[config.mk]
export PLATFORM = sky130hd
export DESIGN_NAME = pc_unit_flat
export DESIGN_NICKNAME = d
export VERILOG_FILES = /design/src/rtl/pc_unit_if.sv /design/src/rtl/pc_unit.sv /design/src/flat_wrapper.sv
export SDC_FILE = /design/constraint.sdc
export NUM_CORES = 1
export LEC_CHECK = 0
export CAP_MARGIN = 20
export CORE_MARGIN = 2
export CORE_UTILIZATION = 48
export CTS_BUF_LIST = sky130_fd_sc_hd__clkbuf_8 sky130_fd_sc_hd__clkbuf_16
export DETAILED_ROUTE_END_ITERATION = 7
export HOLD_SLACK_MARGIN = 0.06
export PLACE_DENSITY_LB_ADDON = 0.08
export SLEW_MARGIN = 5
export SYNTH_ARGS = -nofsm -noshare
export SYNTH_HDL_FRONTEND = slang
export SYNTH_SLANG_ARGS = --single-unit
[constraint.sdc]
create_clock -name clk -period 2.3 [get_ports clk]
set_clock_uncertainty 0.1 [all_clocks]
set_input_delay 0.46 -clock clk [delete_from_list [all_inputs] [get_ports clk]]
set_output_delay 0.46 -clock clk [all_outputs]
set_load 0.01 [all_outputs]
[src/rtl/pc_unit_if.sv]
//------------------------------------------------------------------------------
// Module : pc_unit_if
// Brief  : Fetch-PC control/redirect bundle between the pipeline and pc_unit.
// Rev    : 1.0
//------------------------------------------------------------------------------
`default_nettype none

interface pc_unit_if #(
    parameter int W = 32
);
    logic         stall;
    logic         exc;
    logic         br_taken;
    logic [W-1:0] br_target;
    logic         jmp;
    logic [W-1:0] jmp_target;
    logic [W-1:0] pcf;
    logic [W-1:0] pcplus;
    logic [W-1:0] epc;
    logic         misalign;
    logic         pend;

    modport master (
        output stall, exc, br_taken, br_target, jmp, jmp_target,
        input  pcf, pcplus, epc, misalign, pend
    );

    modport slave (
        input  stall, exc, br_taken, br_target, jmp, jmp_target,
        output pcf, pcplus, epc, misalign, pend
    );
endinterface

`default_nettype wire

[src/rtl/pc_unit.sv]
//------------------------------------------------------------------------------
// Module : pc_unit
// Brief  : Fetch PC with reset vector, stall, held redirects and alignment trap.
// Rev    : 1.0
//------------------------------------------------------------------------------
`default_nettype none

module pc_unit #(
    parameter int          W         = 32,
    parameter logic [W-1:0] RESET_VEC = '0,
    parameter logic [W-1:0] TRAP_VEC  = W'('h80),
    parameter int          STEP      = 4,
    parameter int          ALIGN     = 2
) (
    input  wire logic     clk,
    input  wire logic     rst,
    pc_unit_if.slave      bus
);
    localparam logic [W-1:0] C_STEP       = W'(STEP);
    localparam logic [W-1:0] C_ALIGN_MASK = W'((1 << ALIGN) - 1);

    logic [W-1:0] pcf_q, pcf_d;
    logic [W-1:0] epc_q, epc_d;
    logic [W-1:0] pend_tgt_q, pend_tgt_d;
    logic         pend_q, pend_d;
    logic         misalign_q, misalign_d;

    logic         w_req;
    logic [W-1:0] w_req_tgt;
    logic [W-1:0] w_load_tgt;

    // Branch outranks jump when both are presented in the same cycle.
    assign w_req     = bus.br_taken | bus.jmp;
    assign w_req_tgt = bus.br_taken ? bus.br_target : bus.jmp_target;
    assign w_load_tgt = w_req ? w_req_tgt : pend_tgt_q;

    always_comb begin
        pcf_d      = pcf_q;
        epc_d      = epc_q;
        pend_d     = pend_q;
        pend_tgt_d = pend_tgt_q;
        misalign_d = 1'b0;

        if (bus.exc) begin
            pcf_d  = TRAP_VEC;
            epc_d  = pcf_q;
            pend_d = 1'b0;
        end else if (bus.stall) begin
            if (w_req) begin
                pend_d     = 1'b1;
                pend_tgt_d = w_req_tgt;
            end
        end else if (w_req || pend_q) begin
            // A fresh request on the release cycle supersedes the held target.
            pend_d = 1'b0;
            if ((w_load_tgt & C_ALIGN_MASK) != '0) begin
                pcf_d      = TRAP_VEC;
                epc_d      = w_load_tgt;
                misalign_d = 1'b1;
            end else begin
                pcf_d = w_load_tgt;
            end
        end else begin
            pcf_d = pcf_q + C_STEP;
        end
    end

    always_ff @(posedge clk) begin
        if (rst) begin
            pcf_q      <= RESET_VEC;
            epc_q      <= '0;
            pend_q     <= 1'b0;
            pend_tgt_q <= '0;
            misalign_q <= 1'b0;
        end else begin
            pcf_q      <= pcf_d;
            epc_q      <= epc_d;
            pend_q     <= pend_d;
            pend_tgt_q <= pend_tgt_d;
            misalign_q <= misalign_d;
        end
    end

    assign bus.pcf      = pcf_q;
    assign bus.pcplus   = pcf_q + C_STEP;
    assign bus.epc      = epc_q;
    assign bus.misalign = misalign_q;
    assign bus.pend     = pend_q;

endmodule

`default_nettype wire
[src/flat_wrapper.sv]
// flat-port wrapper written by rule: the top's interface ports become plain ports
module pc_unit_flat 
#(
    parameter int          W         = 32,
    parameter logic [W-1:0] RESET_VEC = '0,
    parameter logic [W-1:0] TRAP_VEC  = W'('h80),
    parameter int          STEP      = 4,
    parameter int          ALIGN     = 2
)
  (clk, rst, bus_stall, bus_exc, bus_br_taken, bus_br_target, bus_jmp, bus_jmp_target, bus_pcf, bus_pcplus, bus_epc, bus_misalign, bus_pend);
  pc_unit_if #(.W(W)) bus_i ();
  input  wire logic clk;
  input  wire logic rst;
  input wire logic [$bits(bus_i.stall)-1:0] bus_stall;
  input wire logic [$bits(bus_i.exc)-1:0] bus_exc;
  input wire logic [$bits(bus_i.br_taken)-1:0] bus_br_taken;
  input wire logic [$bits(bus_i.br_target)-1:0] bus_br_target;
  input wire logic [$bits(bus_i.jmp)-1:0] bus_jmp;
  input wire logic [$bits(bus_i.jmp_target)-1:0] bus_jmp_target;
  output wire logic [$bits(bus_i.pcf)-1:0] bus_pcf;
  output wire logic [$bits(bus_i.pcplus)-1:0] bus_pcplus;
  output wire logic [$bits(bus_i.epc)-1:0] bus_epc;
  output wire logic [$bits(bus_i.misalign)-1:0] bus_misalign;
  output wire logic [$bits(bus_i.pend)-1:0] bus_pend;
  assign bus_i.stall = bus_stall;
  assign bus_i.exc = bus_exc;
  assign bus_i.br_taken = bus_br_taken;
  assign bus_i.br_target = bus_br_target;
  assign bus_i.jmp = bus_jmp;
  assign bus_i.jmp_target = bus_jmp_target;
  assign bus_pcf = bus_i.pcf;
  assign bus_pcplus = bus_i.pcplus;
  assign bus_epc = bus_i.epc;
  assign bus_misalign = bus_i.misalign;
  assign bus_pend = bus_i.pend;
  pc_unit #(.W(W), .RESET_VEC(RESET_VEC), .TRAP_VEC(TRAP_VEC), .STEP(STEP), .ALIGN(ALIGN)) u_core (.clk(clk), .rst(rst), .bus(bus_i));
endmodule
==> reports/metrics.cfg <==
[logic_synthesis]
ys_warn_count=0
synth_ff_type=dfxtp_1
synth.top_cell.area_share_pct=34.8
synth-edff-count=0
yosysMostFrequentCell=nand2_1
synth_cells=699
synthTopCellsByArea=dfxtp_1 35%, mux2i_1 11%, nand2_1 8.4%, o21ai_0 4.3%, a211oi_1 4.3%
synth-seq-area-share_pct=34.8
ys_async_sr_fraction_pct=0
synth_fp_nets=770
synth_area_sq_um=5640
syn_avg_cell_area_sq_um=8.07
synth_largest_area_cell=dfxtp_1
ys_seq_elements=98
synthTopCellsByCount=127 x nand2_1, 98 x dfxtp_1, 62 x mux2i_1
synth.distinct_cells=64

[global_routing]
track_usage_pct=32.9
grt_pass1_vias=6611
antenna_found_initial=0
grt-ovfl-total=0
grt_max_degree=39
grt_pass1_wl_um=33400

[power_and_ir_drop]
powerDensity_nw_per_um2=487
ir_drop_mv=0.525
finalPower_mw=4.45
p_leak_nw=3.98

[cts]
ctsHoldBuffers=0
cts.root.buffer_cell=clkbuf_16
clockBufferDepth=2
cts-htree-levels=3
cts_tree=built
clock_sinks=98
clk_pin_slew_worst_paths_ns=0.07
cts_buffers=9
insertion_delay_ns=0.35

[sta]
finalCritPeriodShare_pct=114
finalHoldViolations=0
relSlewSlack_pct=67.6
fin_crit_ns=2.63
finalMaxSlewViolations=0
fmaxAchievable_ghz=0.380
finalSetupTns_ns=-3.54
finalSetupViolations=20
rsz0062_at_grt=yes
tightest_slew_ns=0.481
layout_setup_ws_ns=-0.331

[floorplanning]
die_y_um=112
rows=39
die_w_um=112
ioPinCount=168
core_sq_um=11500
fp.dieArea_sq_um=12600
start_util_pct=49.2

[outcome]
status=complete, but fails checks
violations=setup timing

[setup_path]
critical_path_class=reg2out
crit_path_end_kind=output port
cp-start-kind=flop
cp.required_ns=1.74
arrival_ns=2.07
worst-path-max-fanout=2

[routing]
post_drt_wl_per_cell_um=19.5
wl_um=22000
antenna_left=0
drt_iter0_drc=539
drt-vias-per-instance=5.92
first_pass_iters=5
via_count=6659
remaining_drc_errors=0

[min_path]
worstHoldPathType=reg2reg

[finish]
seq_area_sq_um=2000
instances_no_fill=1124
num_antenna_cells=0
area_growth_pct=61.9
nFillCells=760
multiInputGateArea_sq_um=3680
nNetsFinal=1048
drive_gt1_share_pct=30.2
finalCoreUtilization_pct=79.7

[run]
max-cap-violations=0

[place]
dp.cells=1064
place_hpwl_um=14900
gp_congestion=0.927
io_buffers=167

==> cells by family after synthesis <==
logic type	count (synthesis)	share of synthesized area, %
multiplexers	63	11.2
AND/OR/NAND/NOR	267	23.2
AO/OA/AOI/OAI	172	19.3
flip-flops	98	34.8
adder cells (fa/ha/maj)	1	0.222
XOR/XNOR	28	4.35
buffers and inverters	70	7.01
==> per-layer routing <==
metal	vias up	share of wire [%]	global-route usage [%]
met4	0	2.5	11.7
met2	334	50	57.1
met3	48	7.3	4.54
met1	3198	40	41.8
li1	3079	-	-
met5	-	0	0
==> power by group <==
group | internal, mW | switching (mW) | total, mW
clock network | 0.922 | 0.677 | 1.60
logic | 0.499 | 0.511 | 1.01
registers | 1.78 | 0.0578 | 1.84
==> worst paths after layout <==
| check | from | slack (ns) | endpoint | depth (start not counted) |
|---|---|---|---|---|
| worst min-delay path | u_core.pend_tgt_q[19] | 0.35 | u_core.pend_tgt_q[19] | 2 |
| worst max register to register | u_core.bus.pcf[12] | -0.09 | u_core.bus.pcf[14] | 15 |
| worst min register to register | u_core.pend_tgt_q[19] | 0.35 | u_core.pend_tgt_q[19] | 2 |
| worst max-delay path | u_core.bus.pcf[17] | -0.33 | bus_pcplus[31] | 7 |
==> registers in the layout, summed over array words and instances, names as in the netlist, named ones only <==
register / cells
u_core.bus.pcf: 30
u_core.bus.misalign: 1
u_core.pend_tgt_q: 32
u_core.bus.pend: 1
u_core.bus.epc: 32
==> worst max-delay path, cell delays in order (launching register included) <==
cell and delay [ns]:
dfxtp_1 0.37, nand4_1 0.18, nor4_4 0.33, buf_4 0.16, nor4b_4 0.21, buf_4 0.17
xor2_1 0.15, buf_2 0.15
==> per-stage QoR <==
stage	area, sq um	setup WS, ns	hold WS [ns]
finish	9130	-0.331	0.353
global route	9130	-0.378	0.375
CTS	8870	-0.303	0.357
detailed placement	8090	-0.425	0.348
global placement	8090	-0.330	0.342
floorplan	5660	0.0442	0.336
==> layout by cell type, fill, tap and decap left out, types with 6 or more instances in the layout <==
master and count:
a211oi_1 32, buf_4 133, dfxtp_1 79, dfxtp_2 14
buf_6 26, o311ai_0 6, xnor2_1 7, clkbuf_16 9
nor3_1 39, buf_12 7, nand3_4 6, xnor2_2 11
nor2_1 18, nand2_4 6, clkdlybuf4s50_1 135, a31oi_1 12
buf_2 28, o21ai_0 48, nand2_1 120, a21oi_1 43
nand3_1 10, mux2i_1 62, xor2_1 9, nand4_1 10
==> what timing repair did <==
item                       4_1_cts  5_1_grt
gates cloned                     0        0
pin swaps                       39       35
gates resized for setup        187       41
setup endpoints to repair       28       25
buffers inserted                27       21
==> area by class of cell <==
class / count / area share (%)
clock inverters: 3 / 0.425
flip-flops and latches: 98 / 21.9
well taps: 143 / 1.96
inverters: 4 / 0.164
multi-input cells: 531 / 40.3
clock buffers: 12 / 2.92
repair buffers: 333 / 32.3
(Power assumes the default switching activity.)
